### config.mk
export PLATFORM = sky130hd
export DESIGN_NAME = nts_api_router
export DESIGN_NICKNAME = d
export VERILOG_FILES = /design/src/rtl/nts_api_router.sv
export SDC_FILE = /design/constraint.sdc
export NUM_CORES = 1
export LEC_CHECK = 0
export CAP_MARGIN = 15
export CELL_PAD_IN_SITES_DETAIL_PLACEMENT = 1
export CELL_PAD_IN_SITES_GLOBAL_PLACEMENT = 2
export CORE_UTILIZATION = 24
export DETAILED_ROUTE_END_ITERATION = 6
export GPL_ROUTABILITY_DRIVEN = 1
export GPL_TIMING_DRIVEN = 0
export PLACE_DENSITY = 0.95
export SKIP_CTS_REPAIR_TIMING = 1
export SLEW_MARGIN = 25
export SYNTH_ARGS = -nofsm -noshare
export SYNTH_HDL_FRONTEND = slang
export SYNTH_SLANG_ARGS = --single-unit
### constraint.sdc
create_clock -name i_clk -period 4.5 [get_ports i_clk]
set_input_delay 0.45 -clock i_clk [delete_from_list [all_inputs] [get_ports i_clk]]
set_output_delay 0.45 -clock i_clk [all_outputs]
set_load 0.1 [all_outputs]
### src/rtl/nts_api_router.sv
// Routes one external register access to one of NUM_SLAVES register banks through a base/stop address map.
// Slaves may acknowledge with variable latency. Unmapped addresses and ack timeouts complete with an error response.
module nts_api_router #(
    parameter int                                NUM_SLAVES       = 6,
    parameter int                                ADDR_WIDTH       = 12,
    parameter int                                SLAVE_ADDR_WIDTH = 8,
    parameter int                                DATA_WIDTH       = 32,
    parameter logic [NUM_SLAVES*ADDR_WIDTH-1:0] MAP_BASE = {12'h0F0, 12'h0C0, 12'h080, 12'h020, 12'h010, 12'h000},
    parameter logic [NUM_SLAVES*ADDR_WIDTH-1:0] MAP_STOP = {12'h3FF, 12'h0FF, 12'h0BF, 12'h02F, 12'h01F, 12'h00F},
    parameter int                                TIMEOUT          = 15,
    parameter logic [DATA_WIDTH-1:0]             ERROR_DATA       = 32'hDEAD_BEEF
) (
    input  logic                             i_clk,
    input  logic                             i_areset,
    output logic                             o_busy,
    input  logic                             i_ext_cs,
    input  logic                             i_ext_we,
    input  logic [ADDR_WIDTH-1:0]            i_ext_address,
    input  logic [DATA_WIDTH-1:0]            i_ext_write_data,
    output logic [DATA_WIDTH-1:0]            o_ext_read_data,
    output logic                             o_ext_read_data_valid,
    output logic                             o_ext_error,
    output logic                             o_ext_dropped,
    output logic [NUM_SLAVES-1:0]            o_int_cs,
    output logic                             o_int_we,
    output logic [SLAVE_ADDR_WIDTH-1:0]      o_int_address,
    output logic [DATA_WIDTH-1:0]            o_int_write_data,
    input  logic [NUM_SLAVES*DATA_WIDTH-1:0] i_int_read_data,
    input  logic [NUM_SLAVES-1:0]            i_int_ack
);

    localparam int CNT_W = 8;

    typedef enum logic [2:0] {
        S_IDLE,
        S_DECODE,
        S_ISSUE,
        S_WAIT,
        S_RESPOND
    } state_t;

    state_t                        r_state;
    logic                          r_we;
    logic [ADDR_WIDTH-1:0]         r_addr;
    logic [DATA_WIDTH-1:0]         r_wdata;
    logic [NUM_SLAVES-1:0]         r_sel;
    logic [CNT_W-1:0]              r_cnt;
    logic [NUM_SLAVES-1:0]         r_int_cs;
    logic                          r_int_we;
    logic [SLAVE_ADDR_WIDTH-1:0]   r_int_addr;
    logic [DATA_WIDTH-1:0]         r_int_wdata;
    logic [DATA_WIDTH-1:0]         r_rdata;
    logic                          r_valid;
    logic                          r_error;
    logic                          r_dropped;

    logic [NUM_SLAVES-1:0]         w_sel;
    logic [ADDR_WIDTH-1:0]         w_off;
    logic                          w_hit;
    logic                          w_ovf;
    logic                          w_ack;
    logic [DATA_WIDTH-1:0]         w_rdata;

    // Scan downward so the lowest matching index overwrites any higher one.
    always_comb begin
        w_sel = '0;
        w_off = '0;
        w_hit = 1'b0;
        for (int k = NUM_SLAVES - 1; k >= 0; k--) begin
            if (r_addr >= MAP_BASE[k*ADDR_WIDTH +: ADDR_WIDTH] &&
                r_addr <= MAP_STOP[k*ADDR_WIDTH +: ADDR_WIDTH]) begin
                w_hit    = 1'b1;
                w_sel    = '0;
                w_sel[k] = 1'b1;
                w_off    = r_addr - MAP_BASE[k*ADDR_WIDTH +: ADDR_WIDTH];
            end
        end
    end

    assign w_ovf = (w_off >> SLAVE_ADDR_WIDTH) != '0;
    assign w_ack = |(i_int_ack & r_sel);

    always_comb begin
        w_rdata = '0;
        for (int k = 0; k < NUM_SLAVES; k++) begin
            if (r_sel[k]) w_rdata = w_rdata | i_int_read_data[k*DATA_WIDTH +: DATA_WIDTH];
        end
    end

    always_ff @(posedge i_clk) begin
        if (i_areset) begin
            r_state     <= S_IDLE;
            r_we        <= 1'b0;
            r_addr      <= '0;
            r_wdata     <= '0;
            r_sel       <= '0;
            r_cnt       <= '0;
            r_int_cs    <= '0;
            r_int_we    <= 1'b0;
            r_int_addr  <= '0;
            r_int_wdata <= '0;
            r_rdata     <= '0;
            r_valid     <= 1'b0;
            r_error     <= 1'b0;
            r_dropped   <= 1'b0;
        end else begin
            r_dropped <= i_ext_cs && (r_state != S_IDLE);
            r_int_cs  <= '0;
            r_valid   <= 1'b0;
            r_error   <= 1'b0;
            r_rdata   <= '0;
            case (r_state)
                S_IDLE: begin
                    if (i_ext_cs) begin
                        r_we    <= i_ext_we;
                        r_addr  <= i_ext_address;
                        r_wdata <= i_ext_write_data;
                        r_state <= S_DECODE;
                    end
                end
                S_DECODE: begin
                    if (w_hit && !w_ovf) begin
                        r_sel       <= w_sel;
                        r_int_cs    <= w_sel;
                        r_int_we    <= r_we;
                        r_int_addr  <= w_off[SLAVE_ADDR_WIDTH-1:0];
                        r_int_wdata <= r_wdata;
                        r_cnt       <= '0;
                        r_state     <= S_ISSUE;
                    end else begin
                        r_valid <= 1'b1;
                        r_error <= 1'b1;
                        r_rdata <= r_we ? '0 : ERROR_DATA;
                        r_state <= S_RESPOND;
                    end
                end
                S_ISSUE, S_WAIT: begin
                    if (w_ack || (r_state == S_WAIT && r_cnt == CNT_W'(TIMEOUT))) begin
                        r_valid     <= 1'b1;
                        r_error     <= !w_ack;
                        r_rdata     <= r_we ? '0 : (w_ack ? w_rdata : ERROR_DATA);
                        r_sel       <= '0;
                        r_int_we    <= 1'b0;
                        r_int_addr  <= '0;
                        r_int_wdata <= '0;
                        r_state     <= S_RESPOND;
                    end else if (r_state == S_ISSUE) begin
                        r_state <= S_WAIT;
                    end else begin
                        r_cnt <= r_cnt + 1'b1;
                    end
                end
                S_RESPOND: r_state <= S_IDLE;
                default:   r_state <= S_IDLE;
            endcase
        end
    end

    assign o_busy                = (r_state != S_IDLE);
    assign o_ext_read_data       = r_rdata;
    assign o_ext_read_data_valid = r_valid;
    assign o_ext_error           = r_error;
    assign o_ext_dropped         = r_dropped;
    assign o_int_cs              = r_int_cs;
    assign o_int_we              = r_int_we;
    assign o_int_address         = r_int_addr;
    assign o_int_write_data      = r_int_wdata;

endmodule

=== Yosys cells after proc, flatten, opt, wreduce, memory -nomap -nowiden ===
Cells that the tools add are included.

* Add/sub/neg operators: 6
* Muxes and demuxes: 56
* Bitwise operators: 8
* Reductions and logical operators: 23
* Eq/ne operators: 10
* Magnitude comparators: 12

{| class="wikitable"
|+ Operators with widths
! operator !! count
|-
| two-way mux 32 bit || 13
|-
| OR 32 bit || 5
|-
| one-hot mux 32 bit (2 select lines) || 2
|-
| two-way mux 12 bit || 6
|-
| two-way mux 6 bit || 8
|-
| two-way mux 8 bit || 5
|-
| >= comparator 12 x 8 -> 1 bit, second input constant || 3
|-
| subtractor 12 x 8 -> 12 bit, second input constant || 3
|-
| one-hot mux 8 bit (2 select lines) || 2
|-
| <= comparator 12 x 8 -> 1 bit, second input constant || 2
|-
| >= comparator 12 x 1 -> 1 bit, second input constant || 1
|-
| >= comparator 12 x 5 -> 1 bit, second input constant || 1
|-
| >= comparator 12 x 6 -> 1 bit, second input constant || 1
|-
| <= comparator 12 x 10 -> 1 bit, second input constant || 1
|-
| <= comparator 12 x 4 -> 1 bit, second input constant || 1
|-
| <= comparator 12 x 5 -> 1 bit, second input constant || 1
|-
| <= comparator 12 x 6 -> 1 bit, second input constant || 1
|-
| two-way mux 3 bit || 4
|-
| one-hot mux 6 bit (2 select lines) || 1
|-
| nonzero test 12 bit || 1
|-
| subtractor 12 x 5 -> 12 bit, second input constant || 1
|-
| subtractor 12 x 6 -> 12 bit, second input constant || 1
|-
| two-way mux 1 bit || 11
|-
| inequality test 2 bit, second input constant || 5
|-
| other kinds (21) || 35
|}

* Output and inout port bits: 83
* Bits in registers: 144
* Logic and storage cells: 129

=== Logic depth before layout (Yosys ltp) ===
Gate-level depths: netlist (run 1).

* Depth after elaboration: 15
* Mapped depth: 12

=== Worst setup path before layout (run 1) ===
No wires, ideal clock.

* Kind: register -> register
* From: register r_addr[7]
* To: register r_sel[2]
* Library setup time: 0.096 ns
* Stages on the path, launching flop included: 13
* Path slack: 1.735 ns
* Arrival: 2.669 ns
* Path through: dfxtp_1 -> clkbuf_1 -> inv_1 -> ha_1 -> nor2b_1 -> a31oi_1 -> o31ai_1 -> a221oi_2 -> o221a_1 -> buf_2 -> a21oi_2 -> buf_4 -> o41ai_2

* Longest elaborated chain between the ends: 13

{| class="wikitable"
|+ Ends and longest elaborated chain
! item !! RTL line !! text
|-
| from (decl) || 44 || <nowiki>logic [ADDR_WIDTH-1:0] r_addr;</nowiki>
|-
| from (signal assigned) || 116 || <nowiki>r_addr <= i_ext_address;</nowiki>
|-
| >= comparator 12 x 8 -> 1 bit or <= comparator 12 x 10 -> 1 bit (tied branches) || 70, 71 ||
|-
| logical AND 1 bit || 70 || <nowiki>if (r_addr >= MAP_BASE[k*ADDR_WIDTH +: ADDR_WIDTH] &&</nowiki>
|-
| two-way mux 12 bit (6 in a row) || 70 ||
|-
| nonzero test 12 bit || 80 || <nowiki>assign w_ovf = (w_off >> SLAVE_ADDR_WIDTH) != '0;</nowiki>
|-
| logical NOT 1 bit || 122 || <nowiki>if (w_hit && !w_ovf) begin</nowiki>
|-
| logical AND 1 bit || 122 ||
|-
| inequality test 2 bit (no line) || n/a ||
|-
| AND reduction 3 bit (no line) || n/a ||
|-
| to (signal assigned) || 123 || <nowiki>r_sel <= w_sel;</nowiki>
|-
| to (decl) || 46 || <nowiki>logic [NUM_SLAVES-1:0] r_sel;</nowiki>
|}

Parallel ways exist; a longest one is shown, timed or not. The select of a mux whose other input is x is not followed.
A chain may end at the register's enable or synchronous reset.

=== Worst setup path after layout (run 1) ===
* From: register r_addr[7]
* To: register r_rdata[27], in the netlist o_ext_read_data[27]

* Longest elaborated chain between the ends: 13

{| class="wikitable"
|+ Ends and longest elaborated chain
! item !! RTL line !! text
|-
| >= comparator 12 x 8 -> 1 bit or <= comparator 12 x 10 -> 1 bit (tied branches) || 70, 71 ||
|-
| logical AND 1 bit || 70 ||
|-
| two-way mux 12 bit (6 in a row) || 70 ||
|-
| nonzero test 12 bit || 80 ||
|-
| logical NOT 1 bit || 122 ||
|-
| logical AND 1 bit (*) || 122 ||
|-
| two-way mux 32 bit (*) || 122 ||
|-
| one-hot mux 32 bit (2 select lines) (*) || 112 || <nowiki>case (r_state)</nowiki>
|-
| to (signal assigned) || 133 || <nowiki>r_rdata <= r_we ? '0 : ERROR_DATA;</nowiki>
|-
| to (signal assigned) || 141 || <nowiki>r_rdata <= r_we ? '0 : (w_ack ? w_rdata : ERROR_DATA);</nowiki>
|-
| to (decl) || 52 || <nowiki>logic [DATA_WIDTH-1:0] r_rdata;</nowiki>
|}

Mark *: on every way between the ends. The rest lies on a longest branch, timed or not.

==> impl_metrics.yaml, run 1 <==
outcome:
  outcome: "finished, final reports clean"
setup_path:
  max_stage_delay_ns: 0.55
  worstPathArrival_ns: 4.13
  crit_path_end_kind: "flip-flop"
  start_kind: "flip-flop"
  worst_ep_required_time_ns: 4.79
  path_max_fanout: 10
  path_delay_family: "compound AO/OA/AOI/OAI gates"
  path_cells: "clkbuf_1 > inv_1 > ha_1 > nor2b_1 > a31oi_1 > o31ai_1 > a221oi_2 > nor2_1 > o211ai_1 > buf_2 > a21oi_1"
  path_class: "reg -> reg"
  cp_num_buf_inv: 3
  slowest_stage: "o211ai_1"
floorplan:
  io_pins: 329
  start_util: 0.2438
  die_w_um: 172.5
  row_count: 62
  die_h_um: 172.5
  core_area_mm2: 0.02863
  dieArea_mm2: 0.02977
cts:
  clkLatencyLatePin_ns: 0.43
  cts_root_buffer: "clkbuf_16"
  cts_buffers: 17
  clkTransAtPathRegs_ns: 0.07
  cts_num_sinks: 144
  cts.path.max_buffers: 2
  h-tree-depth: 4
  cts_tree: "yes"
timing:
  finalCritPeriodShare: 0.8532
  fmaxAchievable_ghz: 0.2605
  tightest_slew_ns: 1.110
  setup_violations: 0
  rsz0062_at_grt: "false"
  setup_tns_ns: 0
  finalClockSkew_ns: 0.01302
  hold_viol_final: 0
  relSlewSlack: 0.2577
  slew_violations: 0
  fin_crit_ns: 3.839
finish:
  fill_cells: 3394
  num-nets-final: 1462
  layout_common_cells: "clkdlybuf4s50_1 (328), dfxtp_1 (144), a21oi_1 (132), nand2_1 (113), a22oi_1 (99)"
  drive_gt1_frac: 0.04860
  final_common_cell: "clkdlybuf4s50_1"
  area_growth_pct: 63.28
job:
  maxCapViolations: 0
route:
  detail_route.vias_per_cell: 5.108
  routed_wirelength_um: 35600
  vias: 8203
  drtIter0Drc: 416
  route.detailed.drc: 0
  post_drt_wl_per_cell_um: 22.17
  drtPass1Iterations: 5
  drtAntennaViolNets: 0
synthesis:
  yosysUniqueCellTypes: 64
  async_reset_ff_frac: 0
  synth_edf_count: 0
  synth_area_leader_cell: "dfxtp_1"
  ys.flop_type: "dfxtp_1"
  synth_seq_cells: 144
  syn_nets: 1115
  yosys_warnings: 0
  synth_area_mm2: 0.006979
  syn-instance-count: 854
  synth_top_area_share: 0.4131
  synth.area.top_cells: "dfxtp_1 (41%), a22oi_1 (11%), a21oi_1 (9.5%)"
  syn_avg_cell_area_um2: 8.172
  ys_seq_area_frac: 0.4131
placed_design:
  place.gp.congestion: 0.9600
  port_buffers: 328
  place_hpwl_um: 27570
global_routing:
  grt_pass1_vias: 8700
  antenna_found_initial: 8
  overflow: 0
  grt_max_degree: 17
  grt.total_usage: 0.2349
  grt_pass1_wl_um: 53370
power_and_ir_drop:
  peakVddDrop_v: 0.0002283
  powerDensity_mw_per_mm2: 352.5
  leakage_uw: 0.003782
  power_uw: 4017
hold_path:
  hold_class: "reg -> reg"
[where the power goes]
part,switching (µW),total (µW),internal (µW)
Sequential,45.0,1380,1340
Clock,620,1560,939
Combinational,668,1070,406
Total,1330,4020,2680
[logic make-up after synthesis]
group,count (synthesis),share of synthesized area
adders and majority gates,15,0.02689
AOI/OAI and AO/OA,333,0.3182
and+or+nand+nor,264,0.1811
xor gates and xnor gates,3,0.003765
DFF,144,0.4131
buffers and inverters,93,0.05396
muxes,2,0.003048
[cell usage after synthesis (all sizes together) (12+ instances only)]
library cell	n
nand2	113
a21oi	133
nand3	74
inv	12
o21ai	20
nor2	18
clkbuf	61
a22oi	99
a31oi	15
a41o	24
dfxtp	144
buf	19
ha	15
[layout make-up]
class / count / area, µm² / area share
multi-input combinational: 617 / 3720 / 0.3264
sequential: 144 / 2883 / 0.2530
inverter: 13 / 48.80 / 0.004282
tap: 384 / 480.5 / 0.04216
timing repair buffer: 328 / 3283 / 0.2881
buffer: 80 / 327.8 / 0.02877
clock inverter: 14 / 203.9 / 0.01790
clock buffer: 18 / 429.2 / 0.03766
antenna: 8 / 20.02 / 0.001757
[layer usage]
layer  vias up  share of wire  GRT usage
met3        56          0.064    0.05981
met1      3960           0.40     0.2606
met2       290           0.50     0.4172
met4         0          0.037     0.1124
li1       3897              -          -
met5         -              0          0
[worst register-to-register path, stage by stage, from the launching register on]
cell	delay [ns]
dfxtp_1	0.40
clkbuf_1	0.40
inv_1	0.25
ha_1	0.34
nor2b_1	0.17
a31oi_1	0.36
o31ai_1	0.15
a221oi_2	0.44
nor2_1	0.15
o211ai_1	0.55
buf_2	0.36
a21oi_1	0.13
[flip-flops by register name, indices dropped and copies added, names as in the netlist]
name	flops
o_ext_dropped	1
o_ext_error	1
o_ext_read_data	32
o_ext_read_data_valid	1
o_int_address	8
o_int_cs	6
o_int_we	1
o_int_write_data	32
r_addr	12
r_cnt	8
r_sel	6
r_state	3
r_wdata	32
r_we	1
[stage by stage]
| step | util | instance area, µm² | setup WS (ns) | hold WS (ns) | cells |
|---|---|---|---|---|---|
| 2_1_floorplan | - | 6979 | 1.735 | 0.4366 | 854 |
| 3_3_place_gp | 0.3753 | 10740 | 0.7202 | 0.4428 | 1566 |
| 3_5_place_dp | 0.3753 | 10740 | 0.7123 | 0.4484 | 1566 |
| 4_1_cts | 0.3974 | 11380 | 0.6982 | 0.4587 | 1598 |
| 5_1_grt | 0.3981 | 11400 | 0.3304 | 0.4750 | 1606 |
| 6_report | 0.3981 | 11400 | 0.6607 | 0.4569 | 1606 |
[path summary, 6_finish.rpt]
kind,start,to,slack [ns],cells past startpoint
min,r_wdata[16],r_wdata[16],0.46,2
max reg2reg,r_addr[7],o_ext_read_data[27],0.66,11
min reg2reg,r_wdata[16],r_wdata[16],0.46,2
max,r_addr[7],o_ext_read_data[27],0.66,11
(Power assumes the default switching activity.)
==> run 2, diff against run 1 <==
ABC_CLOCK_PERIOD_IN_PS = 4500   (was default)
SLEW_MARGIN = 0   (was 25)
==> results of run 2 <==
No change in the layout: final DEF, timing and power equal those of run 1.
